$ cat config.mk
export PLATFORM = sky130hd
export DESIGN_NAME = ram_arbiter_flat
export DESIGN_NICKNAME = d
export VERILOG_FILES = /design/src/rtl/ram_arbiter_if.sv /design/src/rtl/ram_arbiter.sv /design/src/flat_wrapper.sv
export SDC_FILE = /design/constraint.sdc
export NUM_CORES = 1
export LEC_CHECK = 0
export BUFFER_PORTS_ARGS = -buffer_cell sky130_fd_sc_hd__buf_2
export CAP_MARGIN = 20
export CORE_AREA = 2 2 105 107
export DETAILED_ROUTE_END_ITERATION = 10
export DIE_AREA = 0 0 107 109
export PLACE_DENSITY = 0.81
export SKIP_CTS_REPAIR_TIMING = 1
export SLEW_MARGIN = 5
export SYNTH_ARGS = -nofsm -noshare
export SYNTH_HDL_FRONTEND = slang
export SYNTH_SLANG_ARGS = --single-unit
$ cat constraint.sdc
create_clock -name clk -period 5.9 [get_ports clk]
set_clock_uncertainty 0.05 [all_clocks]
set_input_delay 1.18 -clock clk [delete_from_list [all_inputs] [get_ports clk]]
set_output_delay 1.18 -clock clk [all_outputs]
set_load 0.02 [all_outputs]
$ cat src/rtl/ram_arbiter_if.sv
// Shared RAM types and the arbiter-to-RAM interface.
// The controller drives address, enables and write data; the RAM answers with load data and a status.
package ram_pkg;
    typedef logic [31:0] word_t;
    typedef enum logic [1:0] {
        RAM_IDLE = 2'd0,
        RAM_BUSY = 2'd1,
        RAM_DONE = 2'd2
    } ram_state_t;
endpackage

interface ram_if;
    import ram_pkg::*;
    word_t      addr;
    logic [3:0] wen;
    logic       ren;
    word_t      store;
    word_t      load;
    ram_state_t state;

    modport ramctrl (output addr, wen, ren, store, input load, state);
    modport mem     (input addr, wen, ren, store, output load, state);
endinterface

$ cat src/rtl/ram_arbiter.sv
// Two-port (instruction fetch / data) arbiter in front of a single-access RAM.
// Round-robin on ties, one outstanding access, per-access timeout with a sticky error flag.
module ram_arbiter
    import ram_pkg::*;
#(
    parameter int TIMEOUT = 255
) (
    input  logic       clk,
    input  logic       rst,
    input  logic       i_ren,
    input  word_t      i_addr,
    output word_t      i_load,
    output logic       i_ready,
    input  logic       d_ren,
    input  logic [3:0] d_wen,
    input  word_t      d_addr,
    input  word_t      d_store,
    output word_t      d_load,
    output logic       d_ready,
    ram_if.ramctrl     ram,
    output logic       err
);
    localparam int             CW           = $clog2(TIMEOUT + 1);
    localparam logic [CW-1:0]  LAST_CNT     = CW'(TIMEOUT - 1);
    localparam word_t          TIMEOUT_WORD = 32'hDEADBEEF;
    localparam logic           LG_I         = 1'b0;
    localparam logic           LG_D         = 1'b1;

    typedef enum logic [1:0] {
        IDLE    = 2'd0,
        GRANT_I = 2'd1,
        GRANT_D = 2'd2,
        RESP    = 2'd3
    } state_t;

    state_t        state;
    state_t        state_next;
    logic          last_grant;
    logic [CW-1:0] cnt;
    logic [3:0]    d_wen_q;
    logic          d_ren_q;
    logic          d_req;
    logic          grant_i;
    logic          grant_d;
    logic          done;
    logic          expire;

    // Request decode and tie-break: on a tie the port not served last wins.
    always_comb begin
        d_req   = d_ren | (|d_wen);
        grant_d = d_req & (~i_ren | (last_grant == LG_I));
        grant_i = i_ren & ~grant_d;
        done    = (ram.state == RAM_DONE);
        expire  = ~done & (cnt == LAST_CNT);
    end

    // Next-state logic.
    always_comb begin
        state_next = state;
        case (state)
            IDLE: begin
                if (grant_d) begin
                    state_next = GRANT_D;
                end else if (grant_i) begin
                    state_next = GRANT_I;
                end else begin
                    state_next = IDLE;
                end
            end
            GRANT_I, GRANT_D: begin
                if (done | expire) begin
                    state_next = RESP;
                end else begin
                    state_next = state;
                end
            end
            RESP:    state_next = IDLE;
            default: state_next = IDLE;
        endcase
    end

    // RAM bus drive; control is latched at grant so a dropped request still completes.
    always_comb begin
        ram.addr  = 32'h0000_0000;
        ram.store = 32'h0000_0000;
        ram.wen   = 4'b0000;
        ram.ren   = 1'b0;
        case (state)
            GRANT_I: begin
                ram.addr = i_addr;
                ram.ren  = 1'b1;
            end
            GRANT_D: begin
                ram.addr  = d_addr;
                ram.store = d_store;
                ram.wen   = d_wen_q;
                ram.ren   = d_ren_q & ~(|d_wen_q);
            end
            default: begin
                ram.ren = 1'b0;
            end
        endcase
    end

    // State register.
    always_ff @(posedge clk or posedge rst) begin
        if (rst) begin
            state <= IDLE;
        end else begin
            state <= state_next;
        end
    end

    // Grant bookkeeping, timeout counter and registered responses.
    always_ff @(posedge clk or posedge rst) begin
        if (rst) begin
            last_grant <= LG_I;
            cnt        <= '0;
            err        <= 1'b0;
            i_ready    <= 1'b0;
            d_ready    <= 1'b0;
            i_load     <= 32'h0000_0000;
            d_load     <= 32'h0000_0000;
            d_wen_q    <= 4'b0000;
            d_ren_q    <= 1'b0;
        end else begin
            i_ready <= 1'b0;
            d_ready <= 1'b0;
            case (state)
                IDLE: begin
                    cnt <= '0;
                    if (grant_d) begin
                        d_wen_q <= d_wen;
                        d_ren_q <= d_ren;
                    end
                end
                GRANT_I, GRANT_D: begin
                    cnt <= cnt + CW'(1);
                    if (done | expire) begin
                        if (expire) begin
                            err <= 1'b1;
                        end
                        if (state == GRANT_I) begin
                            i_ready    <= 1'b1;
                            i_load     <= done ? ram.load : TIMEOUT_WORD;
                            last_grant <= LG_I;
                        end else begin
                            d_ready    <= 1'b1;
                            d_load     <= done ? ram.load : TIMEOUT_WORD;
                            last_grant <= LG_D;
                        end
                    end
                end
                default: begin
                    cnt <= '0;
                end
            endcase
        end
    end
endmodule

$ cat src/flat_wrapper.sv
// flat-port wrapper written by rule: the top's interface ports become plain ports
module ram_arbiter_flat import ram_pkg::*;
#(
    parameter int TIMEOUT = 255
)
  (clk, rst, i_ren, i_addr, i_load, i_ready, d_ren, d_wen, d_addr, d_store, d_load, d_ready, err, ram_addr, ram_wen, ram_ren, ram_store, ram_load, ram_state);
  ram_if ram_i ();
  input  logic clk;
  input  logic rst;
  input  logic i_ren;
  input  word_t i_addr;
  output word_t i_load;
  output logic i_ready;
  input  logic d_ren;
  input  logic [3:0] d_wen;
  input  word_t d_addr;
  input  word_t d_store;
  output word_t d_load;
  output logic d_ready;
  output logic err;
  output wire logic [$bits(ram_i.addr)-1:0] ram_addr;
  output wire logic [$bits(ram_i.wen)-1:0] ram_wen;
  output wire logic [$bits(ram_i.ren)-1:0] ram_ren;
  output wire logic [$bits(ram_i.store)-1:0] ram_store;
  input wire logic [$bits(ram_i.load)-1:0] ram_load;
  input wire logic [$bits(ram_i.state)-1:0] ram_state;
  assign ram_addr = ram_i.addr;
  assign ram_wen = ram_i.wen;
  assign ram_ren = ram_i.ren;
  assign ram_store = ram_i.store;
  assign ram_i.load = ram_load;
  assign ram_i.state = ram_state;
  ram_arbiter #(.TIMEOUT(TIMEOUT)) u_core (.clk(clk), .rst(rst), .i_ren(i_ren), .i_addr(i_addr), .i_load(i_load), .i_ready(i_ready), .d_ren(d_ren), .d_wen(d_wen), .d_addr(d_addr), .d_store(d_store), .d_load(d_load), .d_ready(d_ready), .ram(ram_i), .err(err));
endmodule
==> summary.md, run 1 <==
| Metric | Value |
|---|---|
| Status | finished clean |
| CORE AREA | 10600 µm² |
| Worst Hold Slack | 0.4302 ns |
| Die height | 109 µm |
| Starting Density | 44.15% |
| First-pass GRT wire length | 20820 µm |
| Pin count of the biggest net entering global routing | 70 |
| Post-synth top flop | dfrtp_1 |
| Vias in the first global route | 4268 |
| R2r setup slk | 3.74 ns |
| Worst Hold Launch | u_core.err$_DFFE_PP0P_ |
| Met3 Use GR | 4.363% |
| Final ANT Viol Nets | 0 |
| Post-layout utilization of the core | 60.33% |
| Mux contribution to synthesized area | 1.443% |
| Compound-Gate Fraction of Synth Area | 24.11% |
| Max_cap viols | 0 |
| Share of cells above drive strength 1 | 38.65% |
| Crit. End Element | primary output |
| Reg clk slew, reported paths | 0.09 ns |
| GP Congestion | 0.7635 |
| Largest family of logic cells by synthesized area | compound AO/OA/AOI/OAI gates |
| Final WL | 13860 µm |
| Unrepaired setup endpoints after global routing | no |
| Layout area overhead | 36.65% |
| Worst-Margin Slew | 1.035 ns |
| Commonest non-fill, non-tap cell in the layout | buf_2 |
| Cell count after synthesis | 548 |
| Worst-skew pair later-pin latency | 0.35 ns |
| CTS Buffer Depth | 2 |
| Sequential area share after synthesis | 44.37% |
| Gr usage total | 22.29% |
| Ys Warns | 0 |
| CTS tree | yes |
| Synthesized area | 4681 µm² |
| Worst R2R Start | u_core.state[1]$_DFFE_PP0P_ |
| Maximum VDD drop | 0.2853 mV |
| Root Buffer | clkbuf_8 |
| Endpoints failing setup | 0 |
| Worst EP arrival | 2.50 ns |
| R2R Path End | u_core.i_load[27]$_DFFE_PP0P_ |
| Critical path origin | u_core.state[0]$_DFFE_PP0P_ |
| I/O pin count | 274 |
| Hold depth | 1 |
| Total CTS buffers | 9 |
| Synth Register Bits | 83 |
| Layer with the highest usage | met2 |
| Final HPWL DP | 9889 µm |
| Hold Fails Final Rpt | 0 |
| Asr flop ratio synth | 100.0% |
| PnR worst setup slack | 2.174 ns |
| Met2 usage | 34.80% |
| Static Leak | 3.277 nW |
| Post-route DRC | 0 |
| Initial drt markers | 317 |
| Worst-case reg-to-reg path depth | 6 |
| Antenna Cells | 0 |
| Clock sink count | 83 |
| Congestion Overflow GR | 0 |
| Post-synthesis net count | 692 |
| EDFF count, synth | 0 |
| Drt first pass iters | 5 |
| Die X | 107 µm |
| Slowest stage cell, crit path | ha_2 |
| Delay of the slowest critical-path stage | 0.86 ns |
| Antenna violations before repair | 0 |
| CP Class | reg2out |
| Vias after detailed routing | 4827 |
| Synthesized-area fraction occupied by and/or/nand/nor cells | 18.68% |
| Most frequent cells in the layout | buf_2 (273), dfrtp_1 (83), inv_1 (68) |
| Power per cell area | 528.2 nW/µm² |
| # rows | 38 |
| Die area | 11660 µm² |
| Worst path cell trace | inv_1 > ha_2 > nor4b_1 > a31oi_1 > nor2_1 > buf_2 |
| Crit-path max FO | 69 |
| Wire per inst | 14.71 µm |
| DP Worst Slack | 2.568 ns |
| Peak Freq | 0.2684 GHz |
| Met1 usage | 31.61% |
| Avg Cell Area, Syn | 8.541 µm² |
| Fin. max-slew vios | 0 |
| Final period util | 63.16% |
| Via-to-Cell Ratio | 5.124 |
| CP startpoint kind | flop |
| Worst Hold Class | reg2reg |
| XOR/XNOR Fraction of Synth Area | 0.5613% |
| Critical Path RT | 4.67 ns |
| Nets | 941 |
| H-tree Lvls | 3 |
| Cell variety after synth | 36 |
| Setup TNS | 0 ns |
| Fin crit period | 3.726 ns |
| Worst Hold End | u_core.err$_DFFE_PP0P_ |
| IO Port Bufs | 273 |
| Adder-Cell Fraction of Synth Area | 1.604% |
| Rel. slew slack | 31.01% |
==> sequential cells by signal, indices dropped and copies added, names as in the netlist <==
signal             count
u_core.d_load         32
u_core.i_load         32
u_core.cnt             8
u_core.d_wen_q         4
u_core.state           2
u_core.d_ready         1
u_core.d_ren_q         1
u_core.err             1
u_core.i_ready         1
u_core.last_grant      1
==> worst max-delay path: cells and delay by family (launching register included) <==
kind,cells,cell delay (ns)
adder cells (fa/ha/maj),1,0.86
AO/OA/AOI/OAI,1,0.12
flip-flops,1,0.43
buffers and inverters,2,0.30
AND/OR/NAND/NOR,2,0.43
==> routing by layer <==
metal / wire length (µm) / vias to the layer above
li1: - / 2374
met4: 174 / 0
met3: 952 / 12
met5: 0 / -
met2: 6367 / 180
met1: 6363 / 2261
==> synthesized netlist by cell type, types with 2 or more instances <==
cell type / instances / area (µm²)
a21oi_1: 52 / 260.3
a22oi_1: 32 / 240.2
a31oi_1: 3 / 18.77
and2_1: 36 / 225.2
and3_1: 2 / 12.51
and4_1: 2 / 17.52
buf_1: 7 / 26.28
buf_2: 9 / 45.04
clkbuf_1: 26 / 97.59
dfrtp_1: 83 / 2077
ha_1: 6 / 75.07
inv_1: 69 / 259.0
mux2_2: 6 / 67.56
nand2_1: 19 / 71.32
nand2b_1: 50 / 312.8
nand3_1: 5 / 25.02
nor2_1: 38 / 142.6
o211ai_1: 2 / 15.01
o21ai_0: 19 / 95.09
o22a_1: 16 / 140.1
o22ai_1: 48 / 300.3
or3_1: 3 / 18.77
xor2_1: 2 / 17.52
==> worst max path at each step <==
stage,slack (ns),to
6_report,2.17,ram_ren
5_1_grt,1.96,ram_ren
4_1_cts,2.17,ram_ren
3_5_place_dp,2.57,ram_ren
3_3_place_gp,2.60,ram_ren
2_1_floorplan,2.53,u_core.cnt[0]$_DFF_PP0_
==> cells by family (layout without fill, tap and decap cells) <==
family | Yosys count | count (layout)
buffers and inverters | 112 | 366
AND/OR/NAND/NOR | 161 | 161
XOR/XNOR | 3 | 3
AO/OA/AOI/OAI | 177 | 177
multiplexers | 6 | 6
adder cells (fa/ha/maj) | 6 | 6
flip-flops | 83 | 83
==> power breakdown <==
| group | switching (W) | internal (W) |
|---|---|---|
| Combinational | 0.00125 | 0.000723 |
| Sequential | 0.000133 | 0.000755 |
| Clock | 0.000221 | 0.000299 |
| Total | 0.00160 | 0.00178 |
==> layout make-up <==
class | count | area (µm²)
fill | 942 | 4207
tap | 140 | 175.2
multi-input combinational | 353 | 2203
timing repair buffer | 280 | 1419
clock buffer | 10 | 137.6
clock inverter | 6 | 120.1
inverter | 70 | 264.0
sequential | 83 | 2077
==> metrics by stage <==
| stage | cells | area, µm² | power (W) |
|---|---|---|---|
| 6_report | 942 | 6396 | 0.003378 |
| 5_1_grt | 942 | 6396 | 0.003621 |
| 4_1_cts | 941 | 6389 | 0.003388 |
| 3_5_place_dp | 925 | 6131 | 0.002859 |
| 3_3_place_gp | 925 | 6131 | 0.002825 |
| 2_1_floorplan | 548 | 4681 | 0.002278 |
Power figures use the tool's default switching activity.
==> run 2, diff against run 1 <==
Settings changed: CORE_AREA 2 2 105 107 to unset, CORE_UTILIZATION set to 40, DIE_AREA 0 0 107 109 to unset, PLACE_DENSITY 0.81 to 0.77.
Clock period 5.9 ns to 3.2 ns, I/O delays scaled along.
==> run 2 against run 1 <==
Net effect:
- final area is 1.8% higher
- utilization is 3.3 points lower
- routed wire length is 4.4% higher
- count of clock-buffer cells in the layout is 1 higher
- clock power is 100% higher
- setup slack worse by 1.9 ns
- sequential power is 86% higher
- first-iteration DRC count is 49% higher
- highest routed layer unchanged
==> summary.md, run 2 (synthesized netlist as in run 1, its figures left out) <==
| Metric | Value |
|---|---|
| Endpoints failing setup | 0 |
| Die X | 110.2 µm |
| Tot Pwr | 0.006426 W |
| First-pass GRT wire length | 20840 µm |
| Met3 Use GR | 4.703% |
| CORE AREA | 11420 µm² |
| Die height | 110.2 µm |
| Peak Freq | 0.3456 GHz |
| Number of non-filler instances in the completed layout | 949 |
| Delay of the slowest critical-path stage | 0.42 ns |
| Starting Density | 40.99% |
| H-tree Lvls | 3 |
| # rows | 39 |
| Cell area after layout | 6513 µm² |
| Switching share of power | 46.69% |
| Clock sink count | 83 |
| Total CTS buffers | 9 |
| Combinational power share | 58.1% |
| Hold Fails Final Rpt | 0 |
| Post-layout utilization of the core | 57.03% |
| Clock share of power | 16.3% |
| Placed cell areas | 6210 µm² |
| Power per cell area | 986.8 nW/µm² |
| Final ANT Viol Nets | 0 |
| Slowest stage cell, crit path | ha_1 |
| Met1 usage | 31.70% |
| Met2 usage | 35.04% |
| Pin count of the biggest net entering global routing | 84 |
| Via-to-Cell Ratio | 5.152 |
| Die area | 12140 µm² |
| Vias in the first global route | 4133 |
| Drt first pass iters | 4 |
| Rel. slew slack | 52.90% |
| Worst-skew pair later-pin latency | 0.33 ns |
| CTS Buffer Depth | 2 |
| Worst path cell trace | inv_1 > ha_1 > clkinv_1 > buf_12 > nor2_1 > buf_2 |
| Root Buffer | clkbuf_16 |
| GP Congestion | 0.7982 |
| Worst EP arrival | 2.20 ns |
| Gr usage total | 22.60% |
| Status | finished clean |
| Reg power frac | 25.6% |
| Setup TNS | 0 ns |
| Layer with the highest usage | met2 |
| CP startpoint kind | flop |
| Layout area overhead | 39.13% |
| Final WL | 14460 µm |
| Worst Hold Class | in2async |
| Crit-path max FO | 34 |
| Dpl cells | 933 |
| CP Class | reg2out |
| Commonest non-fill, non-tap cell in the layout | buf_2 |
| Psw | 0.003000 W |
| Critical Path RT | 2.51 ns |
| Unrepaired setup endpoints after global routing | no |
| Wire per inst | 15.24 µm |
| Initial drt markers | 471 |
| Crit. End Element | primary output |
| Congestion Overflow GR | 0 |
| Fin crit period | 2.893 ns |
| Top Registers | u_core.d_load: 32 flops, u_core.i_load: 32 flops, u_core.cnt: 8 flops |
| Static Leak | 3.329 nW |
| CTS tree | yes |
| Post-route DRC | 0 |
| IO Port Bufs | 273 |
| Vias after detailed routing | 4889 |
| Antenna Cells | 0 |
| Max_cap viols | 0 |
| I/O pin count | 274 |
| Final HPWL DP | 10680 µm |
| Maximum VDD drop | 0.5049 mV |
| Cell-internal power | 0.003426 W |
| Antenna violations before repair | 0 |
| Final period util | 90.42% |
| Most frequent cells in the layout | buf_2 (273), dfrtp_1 (83), inv_1 (68) |
| Fin. max-slew vios | 0 |
| Reg clk slew, reported paths | 0.06 ns |
| Share of cells above drive strength 1 | 38.83% |
| Nets | 945 |
| Worst-Margin Slew | 0.7066 ns |
## run 2: cell types whose count changed in the layout (fill, tap and decap cells not counted)
cell,previous run,this run
buf_12,0,3
buf_4,7,8
bufinv_16,3,1
clkbuf_1,0,1
clkbuf_16,0,9
clkbuf_8,10,1
clkinv_2,1,2
clkinv_4,0,1
inv_6,0,1
inv_8,2,0
## run 2: critical path, delay by kind of cell (launching register included)
family,cells,cell delay [ns]
DFF,1,0.41
and+or+nand+nor,1,0.12
adders and majority gates,1,0.42
buffers and inverters,4,0.89
## run 2: area by class of cell
type / instances / area [µm²]
Fill cell: 1073 / 4906
Multi-Input combinational cell: 353 / 2203
Sequential cell: 83 / 2077
Timing Repair Buffer: 284 / 1486
Inverter: 70 / 264.0
Clock buffer: 11 / 242.7
Tap cell: 143 / 178.9
Clock inverter: 5 / 60.06
## run 2: final timing paths
| kind | slack, ns | end | startpoint | cells past startpoint |
|---|---|---|---|---|
| max reg2reg | 0.94 | u_core.state[1]$_DFFE_PP0P_ | u_core.state[0]$_DFFE_PP0P_ | 6 |
| min | 0.32 | u_core.d_wen_q[1]$_DFFE_PP0P_ | rst | 3 |
| min in group clk | 0.44 | u_core.cnt[0]$_DFF_PP0_ | u_core.cnt[0]$_DFF_PP0_ | 1 |
| max in group asynchronous | 2.40 | u_core.d_ready$_DFF_PP0_ | rst | 3 |
| min reg2reg | 0.44 | u_core.cnt[0]$_DFF_PP0_ | u_core.cnt[0]$_DFF_PP0_ | 1 |
| max | 0.31 | ram_addr[26] | u_core.state[0]$_DFFE_PP0P_ | 6 |
## run 2: through the flow
step / worst slack (ns) / hold WS, ns
global route: 0.08614 / 0.3870
floorplan: 0.3732 / 0.3952
detailed placement: 0.6638 / 0.4307
global placement: 0.7456 / 0.4179
finish: 0.3065 / 0.3169
CTS: 0.2993 / 0.3565
## run 2: layer usage
metal / part of all wire (%) / vias to the layer above
li1: - / 2386
met1: 46 / 2307
met2: 45 / 182
met3: 8.0 / 14
met4: 1.1 / 0
met5: 0 / -
## run 2: power groups by stage
stage	clock network (W)	logic (W)	registers (W)
after floorplan	0	0.00223	0.00197
after global placement	0	0.00370	0.00164
after detailed placement	0	0.00374	0.00167
after CTS	0.00107	0.00375	0.00165
after global routing	0.00110	0.00415	0.00170
final	0.00105	0.00373	0.00165
